<file path="config.mk">
export PLATFORM = sky130hd
export DESIGN_NAME = level_bg_gen_flat
export DESIGN_NICKNAME = d
export VERILOG_FILES = /design/src/rtl/vga_pkg.sv /design/src/rtl/level_pkg.sv /design/src/rtl/vga_if.sv /design/src/rtl/level_bg_gen_circle_hit_pipe.sv /design/src/rtl/level_bg_gen.sv /design/src/flat_wrapper.sv
export SDC_FILE = /design/constraint.sdc
export NUM_CORES = 2
export LEC_CHECK = 0
export BUFFER_PORTS_ARGS = -buffer_cell sky130_fd_sc_hd__buf_4
export CORE_MARGIN = 5
export CORE_UTILIZATION = 33
export CTS_CLUSTER_SIZE = 12
export DETAILED_ROUTE_END_ITERATION = 7
export GPL_TIMING_DRIVEN = 0
export HOLD_SLACK_MARGIN = 0.15
export PLACE_DENSITY = 0.44
export SYNTH_ARGS = -nofsm -noshare
export SYNTH_HDL_FRONTEND = slang
export SYNTH_SLANG_ARGS = --single-unit
</file>
<file path="constraint.sdc">
create_clock -name clk -period 12.9 [get_ports clk]
set_input_delay 2.58 -clock clk [delete_from_list [all_inputs] [get_ports clk]]
set_output_delay 2.58 -clock clk [all_outputs]
set_load 0.01 [all_outputs]
</file>
<file path="src/rtl/vga_pkg.sv">
// Shared VGA geometry for the display chain.
// Only the visible-area size is needed by the blocks in this slice.
package vga_pkg;

    localparam int HOR_PIXELS = 800;
    localparam int VER_PIXELS = 600;

endpackage

</file>
<file path="src/rtl/level_pkg.sv">
// Types, colours and helpers for the level background renderer.
//   cloud_pos_t   : cloud centre, signed x so a cloud can sit off the left edge
//   vga_timing_t  : the timing/count fields of the VGA bus, without colour
//   initial_cloud : reset position of cloud i
package level_pkg;

    import vga_pkg::*;

    localparam logic [11:0] C_BLACK  = 12'h000;
    localparam logic [11:0] C_YELLOW = 12'hFF0;
    localparam logic [11:0] C_RED    = 12'hF00;
    localparam logic [11:0] C_GREEN  = 12'h0F0;
    localparam logic [11:0] C_BLUE   = 12'h00F;
    localparam logic [11:0] C_WHITE  = 12'hFFF;
    localparam logic [11:0] C_SKY    = 12'h00F;

    typedef struct packed {
        logic signed [11:0] x;
        logic        [10:0] y;
    } cloud_pos_t;

    typedef struct packed {
        logic [10:0] vcount;
        logic [10:0] hcount;
        logic        vsync;
        logic        hsync;
        logic        vblnk;
        logic        hblnk;
    } vga_timing_t;

    // Clouds start evenly spread across the screen; odd clouds sit lower.
    function automatic cloud_pos_t initial_cloud(input int i, input int nClouds,
                                                 input int y0, input int dy);
        cloud_pos_t p;
        p.x = 12'(i * HOR_PIXELS / nClouds);
        p.y = 11'(y0 + (((i % 2) == 1) ? dy : 0));
        return p;
    endfunction

endpackage

</file>
<file path="src/rtl/vga_if.sv">
// VGA bus between the stages of the display chain.
//   in  : consumer view (everything is an input)
//   out : producer view (everything is an output)
interface vga_if;

    logic [10:0] vcount;
    logic [10:0] hcount;
    logic        vsync;
    logic        hsync;
    logic        vblnk;
    logic        hblnk;
    logic [11:0] rgb;

    modport in  (input  vcount, hcount, vsync, hsync, vblnk, hblnk, rgb);
    modport out (output vcount, hcount, vsync, hsync, vblnk, hblnk, rgb);

endinterface

</file>
<file path="src/rtl/level_bg_gen_circle_hit_pipe.sv">
// Circle membership test for one cloud, pipelined for the pixel clock.
//   clk, rst   : pixel clock, synchronous active-high reset
//   center_i   : cloud centre (sampled together with the pixel coordinates)
//   hcount_i   : pixel column
//   vcount_i   : pixel row
//   radius_i   : circle radius in pixels
//   hit_o      : pixel lies inside or on the circle
// Stages 1 and 2 are registered here; hit_o is the combinational stage-3
// compare, which the parent registers together with the final colour.
module circle_hit_pipe
    import level_pkg::*;
(
    input  logic        clk,
    input  logic        rst,
    input  cloud_pos_t  center_i,
    input  logic [10:0] hcount_i,
    input  logic [10:0] vcount_i,
    input  logic [6:0]  radius_i,
    output logic        hit_o
);

    logic signed [11:0] dx_d, dy_d, dx_q, dy_q;
    logic signed [23:0] dxExt, dyExt, dxProd, dyProd;
    logic        [21:0] dx2_q, dy2_q;
    logic        [22:0] distSq;
    logic        [13:0] rSq;

    assign dx_d = $signed({1'b0, hcount_i}) - center_i.x;
    assign dy_d = $signed({1'b0, vcount_i}) - $signed({1'b0, center_i.y});

    // Sign-extend before squaring so the product is taken at full width.
    assign dxExt  = 24'(dx_q);
    assign dyExt  = 24'(dy_q);
    assign dxProd = dxExt * dxExt;
    assign dyProd = dyExt * dyExt;

    always_ff @(posedge clk) begin
        if (rst) begin
            dx_q  <= '0;
            dy_q  <= '0;
            dx2_q <= '0;
            dy2_q <= '0;
        end else begin
            dx_q  <= dx_d;
            dy_q  <= dy_d;
            dx2_q <= dxProd[21:0];
            dy2_q <= dyProd[21:0];
        end
    end

    assign distSq = {1'b0, dx2_q} + {1'b0, dy2_q};
    assign rSq    = {7'b0, radius_i} * {7'b0, radius_i};
    assign hit_o  = (distSq <= {9'b0, rSq});

endmodule

</file>
<file path="src/rtl/level_bg_gen.sv">
// Level background renderer: borders, ground band, sky and drifting clouds.
//   clk, rst : pixel clock, synchronous active-high reset
//   pause    : freezes cloud motion while high
//   vga_in   : timing from the VGA timing generator (incoming rgb unused)
//   vga_out  : same timing delayed by 3 clocks, with the generated colour
module level_bg_gen
    import vga_pkg::*;
    import level_pkg::*;
#(
    parameter int N_CLOUDS  = 4,
    parameter int CLOUD_R   = 40,
    parameter int CLOUD_Y0  = 100,
    parameter int CLOUD_DY  = 60,
    parameter int GROUND_Y  = 500,
    parameter int SPEED_DIV = 2
) (
    input  logic clk,
    input  logic rst,
    input  logic pause,
    vga_if.in    vga_in,
    vga_if.out   vga_out
);

    localparam int FC_W = (SPEED_DIV > 1) ? $clog2(SPEED_DIV) : 1;
    localparam logic [FC_W-1:0]   FC_LAST = FC_W'(SPEED_DIV - 1);
    localparam logic signed [11:0] X_MAX  = 12'(HOR_PIXELS - 1 + CLOUD_R);
    localparam logic signed [11:0] X_WRAP = 12'(-CLOUD_R);

    vga_timing_t        inTiming, s1_q, s2_q;
    logic               vld1_q, vld2_q;
    logic [N_CLOUDS-1:0] hit;
    logic [11:0]        colour;

    cloud_pos_t         cloud_q [N_CLOUDS];
    cloud_pos_t         cloud_d [N_CLOUDS];
    logic [FC_W-1:0]    frameCnt_q, frameCnt_d;
    logic               vblnkPrev_q;
    logic               tick;
    logic signed [11:0] nextX;

    assign inTiming = '{vcount: vga_in.vcount, hcount: vga_in.hcount,
                        vsync:  vga_in.vsync,  hsync:  vga_in.hsync,
                        vblnk:  vga_in.vblnk,  hblnk:  vga_in.hblnk};

    // Timing delay line matching the two registered stages of the hit pipes.
    // The valid bits keep the colour at zero while the pipe refills after reset.
    always_ff @(posedge clk) begin
        if (rst) begin
            s1_q   <= '0;
            s2_q   <= '0;
            vld1_q <= 1'b0;
            vld2_q <= 1'b0;
        end else begin
            s1_q   <= inTiming;
            s2_q   <= s1_q;
            vld1_q <= 1'b1;
            vld2_q <= vld1_q;
        end
    end

    for (genvar g = 0; g < N_CLOUDS; g++) begin : g_cloud
        circle_hit_pipe u_hit (
            .clk      (clk),
            .rst      (rst),
            .center_i (cloud_q[g]),
            .hcount_i (vga_in.hcount),
            .vcount_i (vga_in.vcount),
            .radius_i (7'(CLOUD_R)),
            .hit_o    (hit[g])
        );
    end

    // Frame tick on the vblnk rising edge as seen at the input, so clouds only
    // move during blanking and never mid-picture.
    assign tick = vga_in.vblnk & ~vblnkPrev_q;

    always_comb begin
        frameCnt_d = frameCnt_q;
        cloud_d    = cloud_q;
        nextX      = '0;
        if (tick && !pause) begin
            if (frameCnt_q == FC_LAST) begin
                frameCnt_d = '0;
                for (int i = 0; i < N_CLOUDS; i++) begin
                    nextX = cloud_q[i].x + (((i % 2) == 1) ? 12'sd2 : 12'sd1);
                    // Re-enter from the left fully hidden once past the right edge.
                    cloud_d[i].x = (nextX > X_MAX) ? X_WRAP : nextX;
                end
            end else begin
                frameCnt_d = frameCnt_q + 1'b1;
            end
        end
    end

    always_ff @(posedge clk) begin
        if (rst) begin
            frameCnt_q  <= '0;
            vblnkPrev_q <= 1'b0;
            for (int i = 0; i < N_CLOUDS; i++) begin
                cloud_q[i] <= initial_cloud(i, N_CLOUDS, CLOUD_Y0, CLOUD_DY);
            end
        end else begin
            frameCnt_q  <= frameCnt_d;
            vblnkPrev_q <= vga_in.vblnk;
            cloud_q     <= cloud_d;
        end
    end

    // Colour priority: blanking, then borders, then ground, then clouds, then sky.
    always_comb begin
        colour = C_SKY;
        if (s2_q.vblnk || s2_q.hblnk)                   colour = C_BLACK;
        else if (s2_q.vcount == 11'd0)                  colour = C_YELLOW;
        else if (s2_q.vcount == 11'(VER_PIXELS - 1))    colour = C_RED;
        else if (s2_q.hcount == 11'd0)                  colour = C_GREEN;
        else if (s2_q.hcount == 11'(HOR_PIXELS - 1))    colour = C_BLUE;
        else if (s2_q.vcount > 11'(GROUND_Y))           colour = C_GREEN;
        else if (|hit)                                  colour = C_WHITE;
    end

    always_ff @(posedge clk) begin
        if (rst) begin
            vga_out.vcount <= '0;
            vga_out.hcount <= '0;
            vga_out.vsync  <= 1'b0;
            vga_out.hsync  <= 1'b0;
            vga_out.vblnk  <= 1'b0;
            vga_out.hblnk  <= 1'b0;
            vga_out.rgb    <= '0;
        end else begin
            vga_out.vcount <= s2_q.vcount;
            vga_out.hcount <= s2_q.hcount;
            vga_out.vsync  <= s2_q.vsync;
            vga_out.hsync  <= s2_q.hsync;
            vga_out.vblnk  <= s2_q.vblnk;
            vga_out.hblnk  <= s2_q.hblnk;
            vga_out.rgb    <= vld2_q ? colour : C_BLACK;
        end
    end

endmodule

</file>
<file path="src/flat_wrapper.sv">
// flat-port wrapper written by rule: the top's interface ports become plain ports
module level_bg_gen_flat import vga_pkg::*; import level_pkg::*;
#(
    parameter int N_CLOUDS  = 4,
    parameter int CLOUD_R   = 40,
    parameter int CLOUD_Y0  = 100,
    parameter int CLOUD_DY  = 60,
    parameter int GROUND_Y  = 500,
    parameter int SPEED_DIV = 2
)
  (clk, rst, pause, vga_in_vcount, vga_in_hcount, vga_in_vsync, vga_in_hsync, vga_in_vblnk, vga_in_hblnk, vga_in_rgb, vga_out_vcount, vga_out_hcount, vga_out_vsync, vga_out_hsync, vga_out_vblnk, vga_out_hblnk, vga_out_rgb);
  vga_if vga_in_i ();
  vga_if vga_out_i ();
  input  logic clk;
  input  logic rst;
  input  logic pause;
  input wire logic [$bits(vga_in_i.vcount)-1:0] vga_in_vcount;
  input wire logic [$bits(vga_in_i.hcount)-1:0] vga_in_hcount;
  input wire logic [$bits(vga_in_i.vsync)-1:0] vga_in_vsync;
  input wire logic [$bits(vga_in_i.hsync)-1:0] vga_in_hsync;
  input wire logic [$bits(vga_in_i.vblnk)-1:0] vga_in_vblnk;
  input wire logic [$bits(vga_in_i.hblnk)-1:0] vga_in_hblnk;
  input wire logic [$bits(vga_in_i.rgb)-1:0] vga_in_rgb;
  output wire logic [$bits(vga_out_i.vcount)-1:0] vga_out_vcount;
  output wire logic [$bits(vga_out_i.hcount)-1:0] vga_out_hcount;
  output wire logic [$bits(vga_out_i.vsync)-1:0] vga_out_vsync;
  output wire logic [$bits(vga_out_i.hsync)-1:0] vga_out_hsync;
  output wire logic [$bits(vga_out_i.vblnk)-1:0] vga_out_vblnk;
  output wire logic [$bits(vga_out_i.hblnk)-1:0] vga_out_hblnk;
  output wire logic [$bits(vga_out_i.rgb)-1:0] vga_out_rgb;
  assign vga_in_i.vcount = vga_in_vcount;
  assign vga_in_i.hcount = vga_in_hcount;
  assign vga_in_i.vsync = vga_in_vsync;
  assign vga_in_i.hsync = vga_in_hsync;
  assign vga_in_i.vblnk = vga_in_vblnk;
  assign vga_in_i.hblnk = vga_in_hblnk;
  assign vga_in_i.rgb = vga_in_rgb;
  assign vga_out_vcount = vga_out_i.vcount;
  assign vga_out_hcount = vga_out_i.hcount;
  assign vga_out_vsync = vga_out_i.vsync;
  assign vga_out_hsync = vga_out_i.hsync;
  assign vga_out_vblnk = vga_out_i.vblnk;
  assign vga_out_hblnk = vga_out_i.hblnk;
  assign vga_out_rgb = vga_out_i.rgb;
  level_bg_gen #(.N_CLOUDS(N_CLOUDS), .CLOUD_R(CLOUD_R), .CLOUD_Y0(CLOUD_Y0), .CLOUD_DY(CLOUD_DY), .GROUND_Y(GROUND_Y), .SPEED_DIV(SPEED_DIV)) u_core (.clk(clk), .rst(rst), .pause(pause), .vga_in(vga_in_i), .vga_out(vga_out_i));
endmodule
</file>
==> reports/results.txt <==
CP required: 13.25 ns
Most common flop cell mapped by yosys: dfxtp_1
TNS Setup: 0 ns
Area of the die: 139000 um^2
Launching point of the worst reg2reg path: u_core.s1_q[15]
Fraction of layout cells with a size suffix above 1: 4.00%
Total CTS buffers: 44
Slew Limit Fails: 0
Critical Setup Path Class: flip-flop to flip-flop
Pin count of the biggest net entering global routing: 15
Area growth syn-to-layout: 9.75%
Synth area leader: fa_1
Share of flip-flops with an asynchronous set or reset: 0%
Syn Area/Cell: 8.95 um^2
Tightest Hold Check Type: flip-flop to flip-flop
I/O Pins: 79
Clock share of power: 22.0%
Mapped Area: 43500 um^2
Slew of the pin with the lowest slew margin: 1.36 ns
Final setup violation count: 0
Tcrit/Tclk final: 53.8%
Critical Path Sink: u_core.g_cloud[0].u_hit.dy2_q[20]
Sequential area share after synthesis: 14.5%
Hpwl dp: 99200 um
Clock root buffer: clkbuf_16
Ranking of synthesized cells by area: fa_1, dfxtp_1, ha_1
Combinational fraction of design power: 57.1%
Worst r2r dst: u_core.g_cloud[0].u_hit.dy2_q[20]
Die W: 373 um
1st-iter DRT viols: 1611
Top-area cell type share of the netlist area: 31.7%
Fin util: 36.4%
Worst rel slew slack: 9.60%
Maxcap violations: 0
Initial Util: 33.2%
Synth unique cells: 86
# port buffers: 65
Final Critical Period: 6.93 ns
Clock transition at path regs: 0.06 ns
RD Place Congestion: 0.833
Crit Path Max Fanout: 10
Gr ovfl total: 0
Worst Setup SP: u_core.s1_q[15]
Mapped Cells: 4858
Register share of total power: 20.9%
Sink Count: 314
Post-CTS sizing: 0
Crit path capture type: flip-flop
Peak VDD IR: 0.0866 mV
Avg WL per Cell: 17.8 um
Commonest cells post-synth: inv_1, fa_1, ha_1
Postcts setup bufs: 0
Initial DRT Pass Iterations: 6
CTS tree: done
Antenna viol nets, final: 0
Synth warn: 0
Number of placement rows: 133
Worst clock skew: 0.0295 ns
Hold-fix buffers, CTS: 0
Sw Ratio: 45.0%
RSZ-0062 raised after global routing: false
Final wirelength: 120000 um
Initial antenna violation count: 10
Outcome: finished clean
DRC Markers: 0
Fin nets: 6156
Design internal power: 3.28 mW
Worst Reg-to-Reg Cells: 20
All-Layer GR Usage: 17.5%
Reg2reg setup slack: 5.97 ns
First-pass GRT wire length: 191000 um
Die H: 373 um
Synthesis-stage register bit count: 314
CP Data Arrival Time: 7.29 ns
PD cells: 125 nW/um^2
Clock Tree Buf Depth: 3
Highest Clock Rate: 144 MHz
Static Leak: 23.1 nW
Core Region: 131000 um^2
Clock insertion delay at the later pin of the skew report: 0.62 ns
EDFF count, synth: 0
CTS H-tree depth: 2
Most common cell in the synthesized netlist: inv_1
NetSw: 2.68 mW
Via count: 31760
Startpoint Class: flip-flop
Number of global-route vias before repair: 33355
Via/cell ratio: 4.70
Final Hold Vio Count: 0
[logic make-up after synthesis]
logic type      synth area share (%)
mux                            0.662
flops                           14.5
fa+ha+maj                       44.8
xor+xnor                        4.51
other cells                  0.00863
buf+inv                         10.4
compound gates                  9.14
simple gates                    16.0
[power by group through the flow]
| stage | clock network (mW) | logic, mW | registers, mW |
|---|---|---|---|
| after global placement | 0 | 3.44 | 1.28 |
| after CTS | 1.36 | 3.45 | 1.26 |
| after global routing | 1.40 | 3.92 | 1.26 |
| final | 1.31 | 3.40 | 1.25 |
| after detailed placement | 0 | 3.43 | 1.28 |
| after floorplan | 0 | 2.57 | 1.19 |
[sequential cells by signal, summed over array words and instances (netlist names)]
| register | flops |
|---|---|
| u_core.vld2_q | 1 |
| u_core.vga_out.hsync | 1 |
| u_core.vld1_q | 1 |
| u_core.g_cloud.u_hit.dx2_q | 83 |
| u_core.vga_out.vsync | 1 |
| u_core.s2_q | 24 |
| u_core.vga_out.vcount | 11 |
| u_core.g_cloud.u_hit.dy2_q | 40 |
| u_core.cloud_q | 46 |
| u_core.vga_out.vblnk | 1 |
| u_core.vga_out.rgb | 3 |
| u_core.frameCnt_q | 1 |
| u_core.g_cloud.u_hit.dx_q | 46 |
| u_core.vga_out.hblnk | 1 |
| u_core.s1_q | 26 |
| u_core.g_cloud.u_hit.dy_q | 17 |
| u_core.vga_out.hcount | 11 |
[worst max-delay path, cell delays in order, from the launching register on]
cell	delay, ns
dfxtp_1	0.62
clkbuf_1	0.62
nand2_1	0.22
inv_1	0.18
fa_1	0.45
ha_1	0.31
inv_1	0.05
fa_1	0.50
inv_1	0.06
fa_1	0.56
inv_1	0.06
fa_1	0.47
inv_1	0.05
ha_1	0.36
and3_1	0.18
a21oi_1	0.11
o21ai_1	0.10
o41ai_1	0.92
o211a_1	0.32
mux2i_1	0.18
o311ai_0	0.34
[metal layers]
metal / routed length [um] / share of wire (%) / GRT usage (%) / up-vias
met3: 3590 / 3.0 / 1.69 / 106
met2: 57800 / 48 / 29.7 / 427
met5: 0 / 0 / 0 / -
met1: 55800 / 46 / 24.0 / 15694
li1: - / - / - / 15533
met4: 3080 / 2.6 / 4.15 / 0
[through the flow]
step                hold slack [ns]  total power [mW]  instances  worst slack, ns  instance area (um^2)
global placement              0.417              4.72       6679             5.80                 46200
global route                  0.447              6.58       6759             5.72                 47700
detailed placement            0.420              4.71       6680             5.98                 46200
CTS                           0.428              6.07       6759             5.96                 47700
finish                        0.422              5.96       6761             5.97                 47700
floorplan                     0.414              3.76       4859             7.60                 43500
[worst min path at each step]
stage                          from         endpoint  cells past startpoint
finish              u_core.s1_q[22]  u_core.s2_q[22]                      1
floorplan            u_core.s1_q[0]   u_core.s2_q[0]                      1
global placement      u_core.vld1_q    u_core.vld2_q                      1
global route         u_core.s1_q[3]   u_core.s2_q[3]                      1
detailed placement   u_core.s1_q[3]   u_core.s2_q[3]                      1
CTS                 u_core.s1_q[22]  u_core.s2_q[22]                      1
[layout by cell type, fill, tap and decap left out, types with 17 or more instances in the layout]
cell type	n
nand4_1	27
nand2_1	254
a21oi_1	164
nor3_1	85
nor4_1	21
dfxtp_1	314
and3_1	36
xnor2_1	153
a21o_1	46
o21ai_1	24
a31oi_1	20
a311oi_1	17
and2_1	271
nor2_1	289
inv_1	1045
clkbuf_16	44
a211oi_1	37
xor2_1	71
nand2b_1	48
ha_1	455
clkbuf_1	124
o21ai_0	123
nor2b_1	168
buf_4	75
fa_1	689
buf_1	19
nand3_1	68
[layout make-up]
type | count | area (um^2)
Antenna cell | 2 | 5.00
Buffer | 150 | 602
Clock buffer | 59 | 1250
Clock inverter | 20 | 277
Fill cell | 13793 | 83400
Inverter | 1046 | 3930
Multi-Input combinational cell | 3349 | 32700
Sequential cell | 314 | 6290
Tap cell | 1755 | 2200
Timing Repair Buffer | 66 | 495
Power figures use the tool's default switching activity.
